### config.mk
export PLATFORM = sky130hd
export DESIGN_NAME = count_sequencer
export DESIGN_NICKNAME = d
export VERILOG_FILES = /design/src/rtl/count_sequencer.sv
export SDC_FILE = /design/constraint.sdc
export NUM_CORES = 1
export LEC_CHECK = 0
export BUFFER_PORTS_ARGS = -buffer_cell sky130_fd_sc_hd__buf_2
export CAP_MARGIN = 10
export CORE_ASPECT_RATIO = 1.4
export CORE_MARGIN = 2
export CORE_UTILIZATION = 44
export DETAILED_ROUTE_END_ITERATION = 12
export PLACE_DENSITY = 0.68
export REMOVE_ABC_BUFFERS = 1
export SLEW_MARGIN = 20
export SYNTH_ARGS = -nofsm -noshare
export SYNTH_HDL_FRONTEND = slang
export SYNTH_SLANG_ARGS = --single-unit
### constraint.sdc
create_clock -name clock -period 2.2 [get_ports clock]
set_input_delay 0.44 -clock clock [delete_from_list [all_inputs] [get_ports clock]]
set_output_delay 0.44 -clock clock [all_outputs]
set_load 0.03 [all_outputs]
### src/rtl/count_sequencer.sv
// Controller for a modulo-N counter: loads modulus/direction/run count on start,
// steps once per clock, and pulses done after the programmed number of wraps.
module count_sequencer #(
  parameter int WIDTH  = 5,
  parameter int RUNS_W = 4
) (
  input  logic              clock,
  input  logic              clear,
  input  logic              start,
  input  logic [WIDTH-1:0]  modulus,
  input  logic [RUNS_W-1:0] runs,
  input  logic              up,
  input  logic              hold,
  input  logic              abort,
  output logic [WIDTH-1:0]  count,
  output logic              wrap,
  output logic              busy,
  output logic              done,
  output logic              err,
  output logic [RUNS_W-1:0] runs_left
);

  typedef enum logic [1:0] {
    S_IDLE = 2'd0,
    S_RUN  = 2'd1,
    S_HOLD = 2'd2,
    S_DONE = 2'd3
  } state_t;

  localparam logic [WIDTH-1:0]  ZERO_W = {WIDTH{1'b0}};
  localparam logic [WIDTH-1:0]  ONE_W  = WIDTH'(1);
  localparam logic [WIDTH-1:0]  TWO_W  = WIDTH'(2);
  localparam logic [RUNS_W-1:0] ZERO_R = {RUNS_W{1'b0}};
  localparam logic [RUNS_W-1:0] ONE_R  = RUNS_W'(1);

  state_t            state_q, state_d;
  logic [WIDTH-1:0]  count_q, count_d;
  logic [WIDTH-1:0]  mod_q, mod_d;
  logic [RUNS_W-1:0] runs_q, runs_d;
  logic [RUNS_W-1:0] runs_left_q, runs_left_d;
  logic              up_q, up_d;
  logic              wrap_q, wrap_d;
  logic              busy_q, busy_d;
  logic              done_q, done_d;
  logic              err_q, err_d;
  logic [WIDTH-1:0]  step_count_s;
  logic              step_wrap_s;

  // Next count value and wrap flag for one step in the latched direction.
  always_comb begin
    step_count_s = count_q;
    step_wrap_s  = 1'b0;
    if (up_q) begin
      if (count_q == (mod_q - ONE_W)) begin
        step_count_s = ZERO_W;
        step_wrap_s  = 1'b1;
      end else begin
        step_count_s = count_q + ONE_W;
      end
    end else begin
      if (count_q == ZERO_W) begin
        step_count_s = mod_q - ONE_W;
        step_wrap_s  = 1'b1;
      end else begin
        step_count_s = count_q - ONE_W;
      end
    end
  end

  // Sequencer next-state and next-output logic; abort outranks hold outranks step.
  always_comb begin
    state_d     = state_q;
    count_d     = count_q;
    mod_d       = mod_q;
    runs_d      = runs_q;
    up_d        = up_q;
    runs_left_d = runs_left_q;
    busy_d      = busy_q;
    wrap_d      = 1'b0;
    done_d      = 1'b0;
    err_d       = 1'b0;
    case (state_q)
      S_IDLE: begin
        if (start) begin
          if (modulus >= TWO_W) begin
            state_d     = S_RUN;
            mod_d       = modulus;
            up_d        = up;
            runs_d      = runs;
            count_d     = up ? ZERO_W : (modulus - ONE_W);
            runs_left_d = runs;
            busy_d      = 1'b1;
          end else begin
            err_d = 1'b1;
          end
        end else begin
          state_d = S_IDLE;
        end
      end
      S_RUN, S_HOLD: begin
        if (abort) begin
          state_d     = S_IDLE;
          count_d     = ZERO_W;
          runs_left_d = ZERO_R;
          busy_d      = 1'b0;
        end else if (state_q == S_HOLD) begin
          state_d = hold ? S_HOLD : S_RUN;
        end else if (hold) begin
          state_d = S_HOLD;
        end else begin
          count_d = step_count_s;
          wrap_d  = step_wrap_s;
          // runs of zero means wrap forever with runs_left parked at zero
          if (step_wrap_s && (runs_q != ZERO_R)) begin
            runs_left_d = runs_left_q - ONE_R;
            if (runs_left_q == ONE_R) begin
              state_d = S_DONE;
              busy_d  = 1'b0;
              done_d  = 1'b1;
            end else begin
              state_d = S_RUN;
            end
          end else begin
            state_d = S_RUN;
          end
        end
      end
      S_DONE: begin
        state_d = S_IDLE;
        busy_d  = 1'b0;
      end
      default: begin
        state_d     = S_IDLE;
        count_d     = ZERO_W;
        runs_left_d = ZERO_R;
        busy_d      = 1'b0;
      end
    endcase
  end

  // State and registered outputs; clear wins over everything.
  always_ff @(posedge clock) begin
    if (clear) begin
      state_q     <= S_IDLE;
      count_q     <= ZERO_W;
      mod_q       <= ZERO_W;
      runs_q      <= ZERO_R;
      up_q        <= 1'b0;
      runs_left_q <= ZERO_R;
      wrap_q      <= 1'b0;
      busy_q      <= 1'b0;
      done_q      <= 1'b0;
      err_q       <= 1'b0;
    end else begin
      state_q     <= state_d;
      count_q     <= count_d;
      mod_q       <= mod_d;
      runs_q      <= runs_d;
      up_q        <= up_d;
      runs_left_q <= runs_left_d;
      wrap_q      <= wrap_d;
      busy_q      <= busy_d;
      done_q      <= done_d;
      err_q       <= err_d;
    end
  end

  assign count     = count_q;
  assign wrap      = wrap_q;
  assign busy      = busy_q;
  assign done      = done_q;
  assign err       = err_q;
  assign runs_left = runs_left_q;

endmodule

; After elaboration in Yosys (flattened, before gate mapping)
; Index checks and enable logic that the tools add are counted.
[totals]
register_bits = 25
inputBits = 15
out_inout_bits = 13
[op_classes]
addsub = 5
order_cmp = 1
n_eq_ne = 12
muxes = 39
bitwise = 4
n_reduce_logical = 13
[op_table]
columns = operator, n
row1 = 2-to-1 mux 5 bit, 9
row2 = 2-to-1 mux 4 bit, 6
row3 = 2-to-1 mux 2 bit, 8
row4 = "inequality test 3 bit, second input constant", 5
row5 = "subtractor 5 x 1 -> 5 bit, second input constant", 3
row6 = 2-to-1 mux 1 bit, 12
row7 = AND reduction 6 bit, 2
row8 = case mux 5 bit (2 select lines), 1
row9 = case mux 4 bit (2 select lines), 1
row10 = case mux 2 bit (3 select lines), 1
row11 = OR reduction 6 bit, 1
row12 = "adder 5 x 1 -> 5 bit, second input constant", 1
row13 = equality test 5 bit, 1
row14 = "greater-or-equal comparator 5 x 2 -> 1 bit, second input constant", 1
row15 = logical NOT 5 bit, 1
row16 = AND reduction 5 bit, 1
row17 = OR reduction 5 bit, 1
row18 = "equality test 2 bit, second input constant", 2
row19 = "equality test 4 x 1 -> 1 bit, second input constant", 1
row20 = "inequality test 2 bit, second input constant", 2
row21 = inverter 1 bit, 4
row22 = nonzero test 4 bit, 1
row23 = "subtractor 4 x 1 -> 4 bit, second input constant", 1
row24 = case mux 1 bit (3 select lines), 1
row25 = 7 further kinds, 7

; Depth between registers and ports, before layout
[logic_depth]
ltp_word = 10
ltp_mapped = 10
mapped_depth_nobuf = 8

; Worst setup path after synthesis
; No wires, ideal clock.
[synth_timing]
path_type = register to register
from = register count_q[3] (netlist: count[3])
to = register busy_q (netlist: busy)
setup_ns = 0.117
arrival_time_ns = 2.101
required_time_ns = 2.083
setup_slack_ns = -0.018
stages_incl_launch_ff = 7
path_buffers = 1
synth_period_minus_slack_ns = 2.218
path_cell_list = dfxtp_1 buf_6 xor3_1 a2111oi_4 o21ai_2 a211o_1 a32o_1
[synth_between]
elab_chain_cells = 6
[synth_rtl]
columns = item, line
row1 = start: declaration, 37  ; logic [WIDTH-1:0] count_q, count_d;
row2 = start signal: assignment, 156  ; count_q <= count_d;
row3 = equality test 5 bit or logical NOT 5 bit (tied branches), "54, 61"
row4 = "2-to-1 mux 1 bit, on equally long branches", "54, 61"
row5 = 2-to-1 mux 1 bit *, 53  ; if (up_q) begin
row6 = logical AND 1 bit *, 114  ; if (step_wrap_s && (runs_q != ZERO_R)) begin
row7 = inequality test 3 bit (no line) *, -
row8 = AND reduction 6 bit (no line) *, -
row9 = end signal: assignment, 162  ; busy_q <= busy_d;
row10 = end: declaration, 43  ; logic busy_q, busy_d;
; Every way passes the cells marked *; elsewhere a longest branch is shown, timed or not.
; A chain may end at the register's enable or synchronous reset.

; Final worst setup path
[layout_timing]
from = register mod_q[0]
to = register busy_q (netlist: busy)
[layout_between]
elab_chain_cells = 7
[layout_rtl]
columns = item, line
row1 = start: declaration, 38  ; logic [WIDTH-1:0] mod_q, mod_d;
row2 = start signal: assignment, 157  ; mod_q <= mod_d;
row3 = subtractor 5 x 1 -> 5 bit, 54  ; if (count_q == (mod_q - ONE_W)) begin
row4 = equality test 5 bit, 54
row5 = 2-to-1 mux 1 bit, 54
row6 = 2-to-1 mux 1 bit, 53
row7 = logical AND 1 bit, 114
row8 = inequality test 3 bit (no line), -
row9 = AND reduction 6 bit (no line), -
; No other way between the ends.

==> run metrics <==
CORE AREA=3611 um^2; largest family of logic cells by synthesized area=simple AND/OR/NAND/NOR gates; Synth Cell Area=approximately 1600 um^2; crit end category=flip-flop; Final TNS setup=0 ps; initial core utilization=45.25%; Sw Pwr=~430 uW; slowest cell delay on critical path=approximately 440 ps; post-synthesis cell type count=46; M3 GR Usage=1.698%; sequential fraction of the synthesis area=30.63%; Setup crit start kind=flip-flop; final worst path period need=2115 ps; fin crit share=96.12%; # IOs=28; Top FF cell, synth=dfxtp_1; leak pwr=0.0008888 uW; Worst R2R End=busy; vias per cell=around 5.4; Routed WL per cell=13.59 um; First-pass DRT Iterations=4; DR DRC count=0; Cell Chain, Critical Path=inv_1 > ha_4 > xnor2_1 > o2bb2ai_1 > a2111oi_4 > o21ai_2 > a211o_1 > a32o_1; met2 Usage GRT=between 30% and 40%; DR iter-0 viols=27; max-slew headroom at the worst pin=between 60 and 70%; sw frac=34.28%; post-synth top area share=30.63%; Final Hold Violating Endpoints=0; Post-synth EDFFs=0; synthesis-stage register bit count=25; global-route wire length before repair=around 6600 um; clk slew on worst S/H paths=90 ps; share of cells above drive strength 1=about a quarter; Max VDD drop=393.5 uV; PD cells=approximately 610 nW/um^2; Worst path top cell family by delay=compound AO/OA/AOI/OAI gates; Hold/Removal Path Class=in2reg; Final WS setup=85.37 ps; root buf cell=clkbuf_8; commonest non-fill, non-tap cells in the layout=nor2_1, buf_2, dfxtp_1; share of power burned in registers=41.7%; count of pins over their slew limit=0; cell-internal power=816.5 uW; critical path data arrival time=between 2000 and 2500 ps; total power=between 1000 and 1500 uW; ant diodes=0; post-route insts no fill=286; Area contributors post-synth=dfxtp_1, ha_1, nor2_1; DR vias=1548; Setup Viol. Count Final=0; Final HPWL DP=between 2000 and 3000 um; Die Span X=between 50 and 60 um; FP Rows=26; IO buf count=27; maxcap violations=0; Worst-Skew Late Latency=between 200 and 300 ps; Slew @ Worst Pin=458.1 ps; nets=269; Comb pwr share=36.4%; fmax=around 0.47 GHz; chip height=76.11 um; Buf/Inv on CP=1; yosys warns=0; vias in the first global route=1449; grt total ovfl=0; initial antenna violation count=0; hold path endpoint=runs_q[3]; Final Wtd Congestion=0.8669; reg2reg start=mod_q[0]; met1 GRT Util=22.41%; clock sinks=25; Crit Path Max Fanout=5; GRT Total Usage=approximately a fifth; mux cell area share after synthesis=4.977%; clk buf depth=2; Clock Skew=3.931 ps; busiest grt layer=met2; Avg Cell Area, Syn=approximately 8 um^2; status=completed; antenna viol nets, final=0; Yosys top cell by area=dfxtp_1; pin count of the biggest net entering global routing=26; CP Data Required Time=between 2000 and 2500 ps; Synth Area in Simple Gates=21.82%; Post-Place Cells=between 200 and 300; Place WS=5.927 ps; Synth Area in Adders=6.891%; hold-critical path depth=3; Post-Route WL=3886 um; H-tree levels=1; CTS tree=yes; Inserted Clock Buffers=3; Synth async-reset ratio=0%; commonest non-fill, non-tap cell in the layout=nor2_1; Crit Path Category=reg2reg; clock share of power=a little over a fifth; Synth Area in Compound Gates=21.21%; path depth of the worst reg2reg path=8; hold_sp=runs[3]; Area Growth Syn to Fin=23.74%; Synth Instances=201; reg-to-reg setup timing slack=roughly 85 ps; slowest stage cell, crit path=a2111oi_4; post-synthesis xor/xnor area fraction=8.423%; die area=4224 um^2
==> through the flow <==
step,hold WS [ps],area [um^2],util [%]
floorplan,443.4,1588,-
global placement,466.1,1926,53.33
detailed placement,470.1,1926,53.33
CTS,416.7,1973,54.64
global route,413.9,2022,55.99
finish,413.2,2022,55.99
==> metal layers <==
metal | up-vias | share of wire [%] | wire length [um]
met5 | - | 0 | 0
met4 | 0 | 1.6 | 61
met3 | 4 | 2.8 | 108
met2 | 31 | 54 | 2117
met1 | 711 | 41 | 1597
li1 | 802 | - | -
==> worst reg2reg max path, stage by stage (launching register included) <==
cell and delay [ps]:
dfxtp_2 360, inv_1 70, ha_4 180, xnor2_1 120, o2bb2ai_1 170, a2111oi_4 440, o21ai_2 120, a211o_1 300
a32o_1 250
==> cell type report <==
| cell class | instances | area (um^2) |
|---|---|---|
| fill | 355 | 1589 |
| multi-input combinational | 152 | 1067 |
| sequential | 25 | 503.0 |
| timing repair buffer | 49 | 300.3 |
| inverter | 14 | 52.55 |
| tap | 42 | 52.55 |
| clock buffer | 3 | 41.29 |
| clock inverter | 1 | 5.005 |
==> cell usage after synthesis, types with 3 or more instances <==
cell type and count:
nor2_1 28, dfxtp_1 25, a21oi_1 19, inv_1 14, nand2_1 12, nor3_1 10
ha_1 9, mux2i_1 7, xor2_1 7, clkbuf_1 6, nand3_1 6, xnor2_1 6
a211oi_1 5, nor4_1 4, o31ai_1 4, nor4b_1 3
==> logic make-up (layout without fill, tap and decap cells) <==
logic type | after synthesis | in the layout
compound gates | 48 | 48
simple gates | 73 | 73
buf+inv | 24 | 67
mux | 8 | 8
fa+ha+maj | 9 | 9
flops | 25 | 25
xor+xnor | 14 | 14
==> power groups by stage <==
stage | logic [uW] | clock network [uW] | registers [uW]
2_1_floorplan | 239 | 0 | 569
3_3_place_gp | 435 | 0 | 527
3_5_place_dp | 438 | 0 | 527
4_1_cts | 440 | 283 | 517
5_1_grt | 500 | 307 | 523
6_report | 452 | 272 | 518
==> registers in the layout (all words and copies together), names as in the netlist <==
signal,flops
err,1
up_q,1
busy,1
runs_left,4
runs_q,4
wrap,1
state_q,2
mod_q,5
done,1
count,5
==> how the worst max path moves through the flow <==
stage,endpoint,depth (start not counted),start
finish,busy,8,mod_q[0]
global route,busy,8,mod_q[0]
CTS,busy,8,mod_q[1]
detailed placement,runs_left[0],8,mod_q[0]
global placement,busy,8,mod_q[0]
floorplan,runs_left[0],8,modulus[0]
==> what timing repair did <==
item                       4_1_cts  5_1_grt
setup endpoints to repair        2        4
pin swaps                        1        2
hold endpoints to repair         0        0
hold buffers                     0        0
setup buffers                    0        2
resized for setup                2        7
Power figures use the tool's default switching activity.
